--- config.mk ---
export PLATFORM = sky130hd
export DESIGN_NAME = keypad_entry_flat
export DESIGN_NICKNAME = d
export VERILOG_FILES = /design/src/rtl/keypad_pkg.sv /design/src/rtl/keypad_entry_if.sv /design/src/rtl/keypad_scanner.sv /design/src/rtl/keypad_entry.sv /design/src/flat_wrapper.sv
export SDC_FILE = /design/constraint.sdc
export NUM_CORES = 1
export LEC_CHECK = 0
export CAP_MARGIN = 10
export CORE_UTILIZATION = 60
export DETAILED_ROUTE_END_ITERATION = 8
export GPL_ROUTABILITY_DRIVEN = 0
export PLACE_DENSITY = 0.85
export SLEW_MARGIN = 20
export SYNTH_ARGS = -nofsm -noshare
export SYNTH_HDL_FRONTEND = slang
export SYNTH_SLANG_ARGS = --single-unit
--- constraint.sdc ---
create_clock -name clock -period 5.8 [get_ports clock]
set_input_delay 1.16 -clock clock [delete_from_list [all_inputs] [get_ports clock]]
set_output_delay 1.16 -clock clock [all_outputs]
set_load 0.05 [all_outputs]
--- src/rtl/keypad_pkg.sv ---
// Shared types and the key map for the hex keypad entry block.
//   kp_state_t : debounce FSM states
//   scan_res_t : outcome of one full keypad scan
//   KEY_MAP    : hex code of the key at [row][column]
package keypad_pkg;

    typedef enum logic [1:0] {
        IDLE,
        DEBOUNCE,
        HELD
    } kp_state_t;

    typedef enum logic [1:0] {
        R_NONE,
        R_KEY,
        R_MULTI
    } scan_res_t;

    localparam logic [3:0] KEY_MAP [4][4] = '{
        '{4'h1, 4'h2, 4'h3, 4'hA},
        '{4'h4, 4'h5, 4'h6, 4'hB},
        '{4'h7, 4'h8, 4'h9, 4'hC},
        '{4'hE, 4'h0, 4'hF, 4'hD}
    };

endpackage

--- src/rtl/keypad_entry_if.sv ---
// Keypad matrix lines plus the entered-value bus seen by the display.
//   col_n       : column drive, active-low one-hot (block -> keypad)
//   row_n       : row sense, active-low, asynchronous (keypad -> block)
//   clear       : synchronous clear of the entered value
//   value       : NDIG packed hex digits, nibble 0 newest
//   key_code    : code of the last accepted key
//   key_valid   : one-clock pulse per accepted key
//   digit_count : digits entered, saturating at NDIG
interface keypad_entry_if #(
    parameter int unsigned NDIG = 8
);
    localparam int unsigned VW = NDIG * 4;
    localparam int unsigned DW = $clog2(NDIG + 1);

    logic [3:0]    col_n;
    logic [3:0]    row_n;
    logic          clear;
    logic [VW-1:0] value;
    logic [3:0]    key_code;
    logic          key_valid;
    logic [DW-1:0] digit_count;

    modport master (
        output row_n, clear,
        input  col_n, value, key_code, key_valid, digit_count
    );

    modport slave (
        input  row_n, clear,
        output col_n, value, key_code, key_valid, digit_count
    );

endinterface

--- src/rtl/keypad_scanner.sv ---
// Column scanner: synchronizes the rows, walks the columns and condenses each
// full scan into one result.
//   clock, reset : system clock, synchronous active-high reset
//   row_n        : raw row sense (asynchronous)
//   col_n        : registered column drive
//   scan_done_c  : high on the clock that samples column 3
//   scan_res_c   : NONE / KEY / MULTI for the scan ending this clock
//   scan_code_c  : key code when scan_res_c is R_KEY
module keypad_scanner
    import keypad_pkg::*;
#(
    parameter int unsigned SCAN_DIV = 50000
) (
    input  logic       clock,
    input  logic       reset,
    input  logic [3:0] row_n,
    output logic [3:0] col_n,
    output logic       scan_done_c,
    output scan_res_t  scan_res_c,
    output logic [3:0] scan_code_c
);

    localparam int unsigned TW = (SCAN_DIV > 1) ? $clog2(SCAN_DIV) : 1;
    localparam logic [TW-1:0] TICK_LAST = TW'(SCAN_DIV - 1);

    logic [3:0]    row_meta;
    logic [3:0]    row_sync;
    logic [TW-1:0] tick_q;
    logic [1:0]    col_q;
    logic [3:0]    col_n_q;
    logic [1:0]    acc_hits_q;   // 0, 1, or 2 meaning "more than one"
    logic [3:0]    acc_code_q;

    logic          sample_c;
    logic [3:0]    hit_c;
    logic [2:0]    col_hits_c;
    logic [3:0]    col_code_c;
    logic [1:0]    tot_hits_c;
    logic [3:0]    tot_code_c;

    assign sample_c = (tick_q == TICK_LAST);
    assign hit_c    = ~row_sync;

    // Hits in the current column and the code of the (last) hit row
    always_comb begin
        col_hits_c = '0;
        col_code_c = '0;
        for (int r = 0; r < 4; r++) begin
            if (hit_c[r]) begin
                col_hits_c = col_hits_c + 3'd1;
                col_code_c = KEY_MAP[2'(r)][col_q];
            end
        end
    end

    // Merge this column into the running scan totals
    always_comb begin
        tot_hits_c = acc_hits_q;
        tot_code_c = acc_code_q;
        if ((col_hits_c > 3'd1) || ((col_hits_c == 3'd1) && (acc_hits_q != 2'd0))) begin
            tot_hits_c = 2'd2;
        end else if (col_hits_c == 3'd1) begin
            tot_hits_c = 2'd1;
            tot_code_c = col_code_c;
        end
    end

    assign scan_done_c = sample_c && (col_q == 2'd3);
    assign scan_code_c = tot_code_c;

    always_comb begin
        scan_res_c = R_NONE;
        if (tot_hits_c == 2'd1) begin
            scan_res_c = R_KEY;
        end else if (tot_hits_c == 2'd2) begin
            scan_res_c = R_MULTI;
        end
    end

    // Synchronizer, tick counter, column rotation and scan accumulators
    always_ff @(posedge clock) begin
        if (reset) begin
            row_meta   <= 4'hF;
            row_sync   <= 4'hF;
            tick_q     <= '0;
            col_q      <= '0;
            col_n_q    <= 4'b1110;
            acc_hits_q <= '0;
            acc_code_q <= '0;
        end else begin
            row_meta <= row_n;
            row_sync <= row_meta;
            if (sample_c) begin
                tick_q  <= '0;
                col_q   <= col_q + 2'd1;
                col_n_q <= {col_n_q[2:0], col_n_q[3]};
                if (col_q == 2'd3) begin
                    acc_hits_q <= '0;
                    acc_code_q <= '0;
                end else begin
                    acc_hits_q <= tot_hits_c;
                    acc_code_q <= tot_code_c;
                end
            end else begin
                tick_q <= tick_q + 1'b1;
            end
        end
    end

    assign col_n = col_n_q;

endmodule

--- src/rtl/keypad_entry.sv ---
// Hex keypad entry: debounces scan results and shifts accepted keys into an
// NDIG-digit value for the seven-segment display.
//   clock, reset : system clock, synchronous active-high reset
//   bus          : keypad lines and entered-value outputs (slave side)
module keypad_entry
    import keypad_pkg::*;
#(
    parameter int unsigned NDIG           = 8,
    parameter int unsigned SCAN_DIV       = 50000,
    parameter int unsigned DEBOUNCE_SCANS = 4
) (
    input  logic          clock,
    input  logic          reset,
    keypad_entry_if.slave bus
);

    localparam int unsigned VW = NDIG * 4;
    localparam int unsigned DW = $clog2(NDIG + 1);
    localparam int unsigned CW = $clog2(DEBOUNCE_SCANS + 1);
    localparam logic [CW-1:0] CNT_LAST = CW'(DEBOUNCE_SCANS);
    localparam logic [DW-1:0] DIG_MAX  = DW'(NDIG);

    logic       scan_done_c;
    scan_res_t  scan_res_c;
    logic [3:0] scan_code_c;

    kp_state_t     state_q, state_n;
    logic [3:0]    cand_q, cand_n;
    logic [CW-1:0] cnt_q, cnt_n;
    logic [CW-1:0] rel_q, rel_n;
    logic          accept_c;

    logic [VW-1:0] value_q;
    logic [3:0]    key_code_q;
    logic          key_valid_q;
    logic [DW-1:0] digit_q;

    keypad_scanner #(
        .SCAN_DIV (SCAN_DIV)
    ) u_scanner (
        .clock       (clock),
        .reset       (reset),
        .row_n       (bus.row_n),
        .col_n       (bus.col_n),
        .scan_done_c (scan_done_c),
        .scan_res_c  (scan_res_c),
        .scan_code_c (scan_code_c)
    );

    // FSM state register with its candidate and counters
    always_ff @(posedge clock) begin
        if (reset) begin
            state_q <= IDLE;
            cand_q  <= '0;
            cnt_q   <= '0;
            rel_q   <= '0;
        end else begin
            state_q <= state_n;
            cand_q  <= cand_n;
            cnt_q   <= cnt_n;
            rel_q   <= rel_n;
        end
    end

    // Next state: only a scan end moves the FSM
    always_comb begin
        state_n = state_q;
        cand_n  = cand_q;
        cnt_n   = cnt_q;
        rel_n   = rel_q;
        if (scan_done_c) begin
            case (state_q)
                IDLE: begin
                    if (scan_res_c == R_KEY) begin
                        cand_n  = scan_code_c;
                        cnt_n   = CW'(1);
                        rel_n   = '0;
                        state_n = (CNT_LAST == CW'(1)) ? HELD : DEBOUNCE;
                    end
                end
                DEBOUNCE: begin
                    if ((scan_res_c == R_KEY) && (scan_code_c == cand_q)) begin
                        cnt_n = cnt_q + 1'b1;
                        if (cnt_n == CNT_LAST) begin
                            state_n = HELD;
                            rel_n   = '0;
                        end
                    end else begin
                        state_n = IDLE;
                        cnt_n   = '0;
                    end
                end
                HELD: begin
                    if (scan_res_c == R_NONE) begin
                        rel_n = rel_q + 1'b1;
                        if (rel_n == CNT_LAST) begin
                            state_n = IDLE;
                            rel_n   = '0;
                            cnt_n   = '0;
                        end
                    end else begin
                        rel_n = '0;
                    end
                end
                default: begin
                    state_n = IDLE;
                end
            endcase
        end
    end

    // Accept is the transition into HELD
    always_comb begin
        accept_c = 1'b0;
        if (scan_done_c && (state_q != HELD) && (state_n == HELD)) begin
            accept_c = 1'b1;
        end
    end

    // Output registers; clear overrides an accept for value and count only
    always_ff @(posedge clock) begin
        if (reset) begin
            value_q     <= '0;
            key_code_q  <= '0;
            key_valid_q <= 1'b0;
            digit_q     <= '0;
        end else begin
            key_valid_q <= accept_c;
            if (accept_c) begin
                key_code_q <= cand_n;
            end
            if (bus.clear) begin
                value_q <= '0;
                digit_q <= '0;
            end else if (accept_c) begin
                value_q <= {value_q[VW-5:0], cand_n};
                if (digit_q != DIG_MAX) begin
                    digit_q <= digit_q + 1'b1;
                end
            end
        end
    end

    assign bus.value       = value_q;
    assign bus.key_code    = key_code_q;
    assign bus.key_valid   = key_valid_q;
    assign bus.digit_count = digit_q;

endmodule

--- src/flat_wrapper.sv ---
// flat-port wrapper written by rule: the top's interface ports become plain ports
module keypad_entry_flat import keypad_pkg::*;
#(
    parameter int unsigned NDIG           = 8,
    parameter int unsigned SCAN_DIV       = 50000,
    parameter int unsigned DEBOUNCE_SCANS = 4
)
  (clock, reset, bus_row_n, bus_clear, bus_col_n, bus_value, bus_key_code, bus_key_valid, bus_digit_count);
  keypad_entry_if #(.NDIG(NDIG)) bus_i ();
  input  logic clock;
  input  logic reset;
  input wire logic [$bits(bus_i.row_n)-1:0] bus_row_n;
  input wire logic [$bits(bus_i.clear)-1:0] bus_clear;
  output wire logic [$bits(bus_i.col_n)-1:0] bus_col_n;
  output wire logic [$bits(bus_i.value)-1:0] bus_value;
  output wire logic [$bits(bus_i.key_code)-1:0] bus_key_code;
  output wire logic [$bits(bus_i.key_valid)-1:0] bus_key_valid;
  output wire logic [$bits(bus_i.digit_count)-1:0] bus_digit_count;
  assign bus_i.row_n = bus_row_n;
  assign bus_i.clear = bus_clear;
  assign bus_col_n = bus_i.col_n;
  assign bus_value = bus_i.value;
  assign bus_key_code = bus_i.key_code;
  assign bus_key_valid = bus_i.key_valid;
  assign bus_digit_count = bus_i.digit_count;
  keypad_entry #(.NDIG(NDIG), .SCAN_DIV(SCAN_DIV), .DEBOUNCE_SCANS(DEBOUNCE_SCANS)) u_core (.clock(clock), .reset(reset), .bus(bus_i));
endmodule
==> impl_metrics.toml, run 1 <==
[route]
vias = 3371
drtIter0Drc = 133
wire_per_inst_um = 14.0
drc = 0
avgViaCountPerCell = 5.46
wl_um = 8630
ant_nets = 0
drt-pass1-iter-count = 4

[setup_path]
crit_path_start_kind = "flop"
crit_path_top_delay_cell = "nor3_4"
path_depth = 16
critPathCapture = "u_core.bus.value[16]"
end_kind = "flop"
crit_family = "simple AND/OR/NAND/NOR gates"
worst_r2r_path_depth = 16
required_ns = 6.08
path_class = "reg2reg"
critPathBufInv = 2
path_cells = "inv_1 > ha_1 > nand2b_1 > and2_1 > ha_1 > nor2b_1 > a31oi_2 > nand2_1 > a211oi_1 > ha_1 > and2_1 > a41oi_1 > o22a_2 > nor3_4 > buf_4 > mux2i_1"
path_max_fanout = 17
r2r-end = "u_core.bus.value[16]"
r2r-start = "u_core.u_scanner.row_sync[1]"
critPathArrivalTime_ns = 4.99
startpoint = "u_core.u_scanner.row_sync[1]"
cp_common_cell = "ha_1"
cp_slowest_stage_delay_ns = 0.67
rrSetupSlack_ns = 1.09

[clocking]
cts_sinks = 89
cts_setup_buffers = 0
insertion_delay_ns = 0.35
cts_tree = "yes"
cts_resized = 0
cts-buffers-inserted = 9
cts.clk_slew.worst_paths_ns = 0.09
htreeDepth = 3
ctsHoldBuffers = 0
cts-root-buf = "clkbuf_8"
clk_path_buf_depth = 2

[layout]
layout_commonest_cell = "dfxtp_1"
syn2layout_area_growth_pct = 17.8
nFillCells = 479
n_antenna_cell = 0
drive_gt1_share_pct = 9.60
layout.nets = 541
final_cell_mix = "dfxtp_1, nand2_1, clkdlybuf4s50_1"

[synth]
synthArstFlopShare_pct = 0
avgSynthCellArea_um2 = 9.24
synth-edff-count = 0
netlist_area_um2 = 4330
synthDistinctLibCells = 63
ys_ff_latch = 89
ys_warn_count = 0
synth_nets = 494
ys_seq_area_share_pct = 41.1
synthFlopType = "dfxtp_1"
synthCells = 469

[place]
pre_cts_slack_ns = 1.16
portBuffers = 51
dp_hpwl_um = 6100

[sta]
tightestPinTransition_ns = 0.844
rsz0062_at_grt = "false"
fin_skew_ns = 0.00795
setup_tns_ns = 0
finalCritPeriodShare_pct = 81.1
final_hold_viol_count = 0
max_freq_mhz = 213
setup_ws_ns = 1.09
slew_violations = 0
slew_headroom_pct = 43.6
finalSetupViolations = 0
period_needed_ns = 4.71

[global_route]
grt_max_degree = 37
antenna_found_initial = 0
track_usage_pct = 24.2
grt_use_met3_pct = 7.68
grt_pass1_vias = 3209
grt_pass1_wl_um = 14300
met2_usage_pct = 40.4
grt_use_met1_pct = 28.2
grt-busiest-layer = "met2"
globalRoute.totalOverflow = 0

[floorplan]
start_util_pct = 63.1
die_area_um2 = 7560
rows = 30
die_h_um = 87.0
core_um2 = 6870
io_pins = 52
die_x_um = 87.0

[pwr]
powerDensity_nw_per_um2 = 231
ir_drop_mv = 0.181
power_leakage_nw = 1.84

[hold_path]
hold_path_class = "reg2reg"

[status]
status = "complete, no violations"

[job]
cap_violations = 0
==> per-layer routing <==
| layer | part of all wire (%) | vias to the layer above |
|---|---|---|
| met5 | 0 | - |
| met1 | 45 | 1576 |
| met4 | 2.2 | 0 |
| li1 | - | 1705 |
| met2 | 47 | 71 |
| met3 | 5.8 | 19 |
==> per-stage QoR <==
step           cells  utilization, %  hold WS [ns]  cell area (um^2)  total power, mW
4_1_cts          617            74.3         0.416              5100             1.19
3_5_place_dp     601            70.8         0.396              4870            0.703
6_report         617            74.3         0.413              5100             1.18
3_3_place_gp     601            70.8         0.397              4870            0.700
2_1_floorplan    469               -         0.389              4330            0.687
5_1_grt          617            74.3         0.438              5100             1.22
==> synth_stat cells, types with 3 or more instances <==
cell | instances | area, um^2
a41oi_1 | 3 | 26.3
nand2_1 | 72 | 270
a22oi_1 | 3 | 22.5
mux2_2 | 7 | 78.8
nor2b_1 | 11 | 68.8
xnor2_1 | 14 | 123
nand3_1 | 10 | 50.1
clkbuf_1 | 13 | 48.8
xor2_1 | 9 | 78.8
nor4bb_1 | 3 | 30.0
a211oi_1 | 3 | 22.5
ha_1 | 18 | 225
o21ai_0 | 9 | 45.0
nor2_1 | 40 | 150
dfxtp_1 | 89 | 1780
or2_2 | 8 | 50.1
or3_1 | 9 | 56.3
nand3b_1 | 5 | 37.5
nor3_1 | 9 | 45.0
a21oi_1 | 14 | 70.1
mux2i_1 | 38 | 380
nand2b_1 | 9 | 56.3
and2_1 | 3 | 18.8
a31oi_1 | 3 | 18.8
buf_12 | 3 | 60.1
inv_1 | 16 | 60.1
and3_1 | 5 | 31.3
==> where the power goes <==
group	switching, mW	internal [mW]
clock	0.228	0.261
sequential	0.00321	0.615
combinational	0.0419	0.0292
==> cells by family after synthesis <==
| group | Yosys count | synth area share (%) |
|---|---|---|
| simple gates | 202 | 23.9 |
| flops | 89 | 41.1 |
| buf+inv | 35 | 4.51 |
| compound gates | 53 | 8.49 |
| xor+xnor | 25 | 5.60 |
| mux | 47 | 11.2 |
| fa+ha+maj | 18 | 5.20 |
==> flip-flops by register name (all words and copies together) (netlist names) <==
register                     cells
u_core.bus.key_code              4
u_core.u_scanner.row_sync        4
u_core.u_scanner.acc_hits_q      2
u_core.cnt_q                     3
u_core.u_scanner.row_meta        4
u_core.rel_q                     3
u_core.bus.digit_count           4
u_core.u_scanner.col_q           2
u_core.u_scanner.tick_q         16
u_core.bus.value                32
u_core.u_scanner.col_n           4
u_core.bus.key_valid             1
u_core.cand_q                    4
u_core.state_q                   2
u_core.u_scanner.acc_code_q      4
==> worst min-delay path by stage <==
stage	startpoint	end	slack [ns]	depth (start not counted)
after floorplan	u_core.u_scanner.row_meta[0]	u_core.u_scanner.row_sync[0]	0.39	1
after global placement	u_core.u_scanner.row_meta[3]	u_core.u_scanner.row_sync[3]	0.40	1
after detailed placement	u_core.u_scanner.row_meta[3]	u_core.u_scanner.row_sync[3]	0.40	1
after CTS	u_core.u_scanner.row_meta[0]	u_core.u_scanner.row_sync[0]	0.42	1
after global routing	u_core.u_scanner.row_meta[3]	u_core.u_scanner.row_sync[3]	0.44	1
final	u_core.u_scanner.row_meta[3]	u_core.u_scanner.row_sync[3]	0.41	1
==> layout make-up <==
class                   instances  area [um^2]  area share (%)
flip-flops and latches         89         1780            34.9
clock inverters                 6         97.6            1.91
clock buffers                  10          138            2.70
multi-input cells             345         2360            46.3
repair buffers                 55          541            10.6
well taps                      96          120            2.35
inverters                      16         60.1            1.18
Power figures use the tool's default switching activity.
==> run 2: changes to the inputs <==
--- a/config.mk
+++ b/config.mk
@@ -6,10 +6,10 @@
 export NUM_CORES = 1
 export LEC_CHECK = 0
 export CAP_MARGIN = 10
-export CORE_UTILIZATION = 60
+export CORE_UTILIZATION = 50
 export DETAILED_ROUTE_END_ITERATION = 8
 export GPL_ROUTABILITY_DRIVEN = 0
-export PLACE_DENSITY = 0.85
+export PLACE_DENSITY = 0.76
 export SLEW_MARGIN = 20
 export SYNTH_ARGS = -nofsm -noshare
 export SYNTH_HDL_FRONTEND = slang
==> constraint.sdc (replaced) <==
create_clock -name clock -period 4.18 [get_ports clock]
set_input_delay 0.836 -clock clock [delete_from_list [all_inputs] [get_ports clock]]
set_output_delay 0.836 -clock clock [all_outputs]
set_load 0.05 [all_outputs]
==> impl_metrics.toml, run 2 (synthesized netlist as in run 1, its figures left out) <==
[sta]
fin_skew_ns = 0.0129
whs_ns = 0.418
slew_violations = 0
period_needed_ns = 3.95
rsz0062_at_grt = "false"
finalCritPeriodShare_pct = 94.5
setup_tns_ns = 0
finalSetupViolations = 0
tightestPinTransition_ns = 0.759
max_freq_mhz = 253
slew_headroom_pct = 49.3
final_hold_viol_count = 0

[route]
drc = 0
avgViaCountPerCell = 5.35
wl_um = 8700
wire_per_inst_um = 13.8
drtIter0Drc = 117
vias = 3377
ant_nets = 0
drt-pass1-iter-count = 4

[floorplan]
io_pins = 52
die_h_um = 95.1
start_util_pct = 52.2
rows = 33
die_x_um = 95.1
core_um2 = 8300
die_area_um2 = 9040

[clocking]
cts-buffers-inserted = 9
htreeDepth = 3
insertion_delay_ns = 0.36
ctsHoldBuffers = 0
cts-root-buf = "clkbuf_8"
clk_path_buf_depth = 2
cts_sinks = 89
cts.clk_slew.worst_paths_ns = 0.09
cts_tree = "yes"

[pwr]
combPwrFrac_pct = 6.2
ir_drop_mv = 0.166
p_sw_mw = 0.384
power_leakage_nw = 1.87
powerDensity_nw_per_um2 = 318
seq_power_share_pct = 52.2
clock_power_share_pct = 41.6
switching_share_pct = 23.4
p_int_mw = 1.26

[global_route]
grt_use_met3_pct = 4.86
grt_pass1_wl_um = 14700
grt_pass1_vias = 3317
globalRoute.totalOverflow = 0
met2_usage_pct = 36.0
track_usage_pct = 20.8
grt_use_met1_pct = 24.4
antenna_found_initial = 0
grt_max_degree = 43
grt-busiest-layer = "met2"

[layout]
n_antenna_cell = 0
largest_reg_flops = 32
syn2layout_area_growth_pct = 19.3
drive_gt1_share_pct = 10.8
final_cell_mix = "dfxtp_1, nand2_1, clkdlybuf4s50_1"
layout.nets = 546
layout_commonest_cell = "dfxtp_1"

[setup_path]
end_kind = "flop"
cp_slowest_stage_delay_ns = 0.38
required_ns = 4.43
critPathArrivalTime_ns = 4.20
path_depth = 17
path_class = "reg2reg"
cp_common_cell = "ha_1"
critPathBufInv = 2
path_cells = "inv_1 > ha_1 > nand2b_1 > and2_1 > ha_1 > nor2b_1 > a31oi_2 > nand2_1 > a211oi_2 > ha_1 > a31o_2 > o21ai_0 > a31oi_1 > o22a_2 > nor3_4 > buf_4 > mux2_2"
crit_path_top_delay_cell = "dfxtp_2"
path_max_fanout = 7
crit_path_start_kind = "flop"
crit_family = "compound AO/OA/AOI/OAI gates"
worst_r2r_path_depth = 17

[place]
dp_hpwl_um = 6080
portBuffers = 51

[hold_path]
hold_path_depth = 1
hold_path_class = "reg2reg"

[status]
status = "complete, no violations"

[job]
cap_violations = 0
run 2: stage by stage:
stage               worst slack [ns]  std cells  util (%)  instance area [um^2]  power [mW]
floorplan                      0.227        469         -                  4330       0.954
global placement               0.187        613      59.2                  4910       0.975
detailed placement            0.0572        613      59.2                  4910       0.978
CTS                          0.00543        629      62.0                  5140        1.66
global route                  0.0420        631      62.2                  5170        1.70
finish                         0.229        631      62.2                  5170        1.64
run 2: area by class of cell:
cell class              count  area, um^2
repair buffers             60         591
inverters                  16        60.1
flip-flops and latches     89        1780
clock buffers              10         138
clock inverters             6        95.1
multi-input cells         345        2370
well taps                 105         131
fillers                   680        3130
run 2: path summary, 6_finish.rpt:
kind / slack (ns) / start / endpoint
worst max register to register: 0.23 / u_core.u_scanner.row_sync[0] / u_core.bus.key_code[3]
worst max-delay path: 0.23 / u_core.u_scanner.row_sync[0] / u_core.bus.key_code[3]
worst min-delay path: 0.42 / u_core.u_scanner.row_meta[3] / u_core.u_scanner.row_sync[3]
worst min register to register: 0.42 / u_core.u_scanner.row_meta[3] / u_core.u_scanner.row_sync[3]
run 2: layer usage:
layer  wire length [um]  vias up
li1                   -     1725
met1               3920     1570
met2               4210       70
met3                430       12
met4                140        0
met5                  0        -
run 2: repair_timing:
action                     CTS  global route
resized for setup            0             2
setup buffers                0             2
setup endpoints to repair    0            35
run 2: power groups by stage:
stage | Clock, mW | Sequential (mW) | Combinational (mW)
6_report | 0.683 | 0.857 | 0.102
5_1_grt | 0.734 | 0.858 | 0.111
4_1_cts | 0.697 | 0.857 | 0.101
3_5_place_dp | 0 | 0.877 | 0.101
3_3_place_gp | 0 | 0.877 | 0.0987
2_1_floorplan | 0 | 0.876 | 0.0780
==> run 3: changes to the inputs <==
--- a/config.mk
+++ b/config.mk
@@ -6,10 +6,10 @@
 export NUM_CORES = 1
 export LEC_CHECK = 0
 export CAP_MARGIN = 10
-export CORE_UTILIZATION = 50
+export CORE_UTILIZATION = 60
 export DETAILED_ROUTE_END_ITERATION = 8
 export GPL_ROUTABILITY_DRIVEN = 0
-export PLACE_DENSITY = 0.76
+export PLACE_DENSITY = 0.85
 export SLEW_MARGIN = 20
 export SYNTH_ARGS = -nofsm -noshare
 export SYNTH_HDL_FRONTEND = slang
==> constraint.sdc (replaced) <==
create_clock -name clock -period 5.1 [get_ports clock]
set_input_delay 1.02 -clock clock [delete_from_list [all_inputs] [get_ports clock]]
set_output_delay 1.02 -clock clock [all_outputs]
set_load 0.05 [all_outputs]
==> impl_metrics.toml, run 3 (synthesized netlist as in run 1, its figures left out) <==
[layout]
post-route-util_pct = 73.6
largest_reg_flops = 32
layout.nets = 541
syn2layout_area_growth_pct = 16.7
n_antenna_cell = 0
drive_gt1_share_pct = 9.60
final_cell_mix = "dfxtp_1, nand2_1, clkdlybuf4s50_1"
nFillCells = 491
layout_commonest_cell = "dfxtp_1"

[route]
drt-pass1-iter-count = 4
wire_per_inst_um = 13.6
avgViaCountPerCell = 5.44
drtIter0Drc = 162
wl_um = 8410
drc = 0
vias = 3357
ant_nets = 0

[sta]
max_freq_mhz = 227
finalCritPeriodShare_pct = 86.5
slew_violations = 0
period_needed_ns = 4.41
finalSetupViolations = 0
setup_tns_ns = 0
final_hold_viol_count = 0
tightestPinTransition_ns = 0.769
setup_ws_ns = 0.687
rsz0062_at_grt = "false"
slew_headroom_pct = 48.7
fin_skew_ns = 0.0155

[floorplan]
start_util_pct = 63.1
die_h_um = 87.0
rows = 30
die_x_um = 87.0
core_um2 = 6870
die_area_um2 = 7560
io_pins = 52

[pwr]
finalPower_mw = 1.25
ir_drop_mv = 0.157
powerDensity_nw_per_um2 = 248
power_leakage_nw = 1.82

[global_route]
grt_max_degree = 43
grt_pass1_wl_um = 14200
globalRoute.totalOverflow = 0
grt_pass1_vias = 3218
antenna_found_initial = 0
track_usage_pct = 23.7

[status]
status = "complete, no violations"

[clocking]
ctsHoldBuffers = 0
clk_path_buf_depth = 2
cts_setup_buffers = 0
cts-root-buf = "clkbuf_8"
cts_sinks = 89
cts.clk_slew.worst_paths_ns = 0.09
insertion_delay_ns = 0.37
cts_resized = 0
htreeDepth = 3
cts-buffers-inserted = 9
cts_tree = "yes"

[job]
cap_violations = 0

[place]
pre_cts_slack_ns = 0.702
portBuffers = 51
dp_hpwl_um = 5910

[setup_path]
path_class = "reg2reg"
critPathArrivalTime_ns = 4.70
r2r-end = "u_core.bus.value[16]"
worst_r2r_path_depth = 16
crit_path_start_kind = "flop"
required_ns = 5.38
rrSetupSlack_ns = 0.69
path_max_fanout = 16
end_kind = "flop"
r2r-start = "u_core.u_scanner.row_sync[1]"

[hold_path]
hold_path_class = "reg2reg"
worstHoldStart = "u_core.u_scanner.row_meta[2]"
worstHoldEndpoint = "u_core.u_scanner.row_sync[2]"
hold_path_depth = 1
[run 3: cell types whose count changed in the layout (fill, tap and decap cells not counted), sizes merged]
| cell | before | now |
|---|---|---|
| buf | 9 | 4 |
| bufinv | 2 | 0 |
| inv | 20 | 22 |
| clkbuf | 10 | 9 |
| clkinv | 0 | 1 |
[run 3: through the flow]
step / instance area, um^2 / instances / hold WS (ns)
CTS: 5050 / 617 / 0.419
global placement: 4870 / 601 / 0.395
floorplan: 4330 / 469 / 0.389
global route: 5050 / 617 / 0.438
finish: 5050 / 617 / 0.416
detailed placement: 4870 / 601 / 0.397
[run 3: worst max-delay path by stage]
stage,startpoint,endpoint,slack [ns],cells past startpoint
floorplan,u_core.u_scanner.row_sync[1],u_core.bus.key_code[0],1.15,18
global placement,u_core.u_scanner.row_sync[1],u_core.bus.value[25],0.91,16
detailed placement,u_core.u_scanner.row_sync[1],u_core.bus.value[16],0.70,16
CTS,u_core.u_scanner.row_sync[1],u_core.bus.value[16],0.66,16
global route,u_core.u_scanner.row_sync[1],u_core.bus.value[23],0.31,16
finish,u_core.u_scanner.row_sync[1],u_core.bus.value[16],0.69,16
[run 3: worst max-delay path, cell delays in order (launching register included)]
cell and delay (ns):
dfxtp_1 0.50, inv_1 0.10, ha_1 0.20, nand2b_1 0.16, and2_1 0.15, ha_1 0.28
nor2b_1 0.14, a31oi_2 0.23, nand2_1 0.15, a211oi_1 0.31, ha_1 0.34, and2_1 0.29
a41oi_1 0.15, o22a_2 0.32, nor3_4 0.42, buf_4 0.36, mux2i_1 0.25
[run 3: power by group]
group / switching (mW) / internal (mW) / leakage (nW) / total, mW
sequential: 0.00371 / 0.699 / 0.719 / 0.703
combinational: 0.0469 / 0.0330 / 1.00 / 0.0799
clock: 0.278 / 0.192 / 0.100 / 0.469
[run 3: cell type report]
cell class | count | area (um^2) | share of cell area, %
inverter | 16 | 60.1 | 1.19
multi-input combinational | 345 | 2360 | 46.8
clock buffer | 9 | 124 | 2.45
tap | 96 | 120 | 2.38
clock inverter | 7 | 65.1 | 1.29
sequential | 89 | 1780 | 35.2
timing repair buffer | 55 | 541 | 10.7
[run 3: layer usage]
metal	share of wire, %	track usage (%)
met1	44	28.1
met2	48	40.2
met3	6.8	8.15
met4	1.3	7.88
met5	0	0
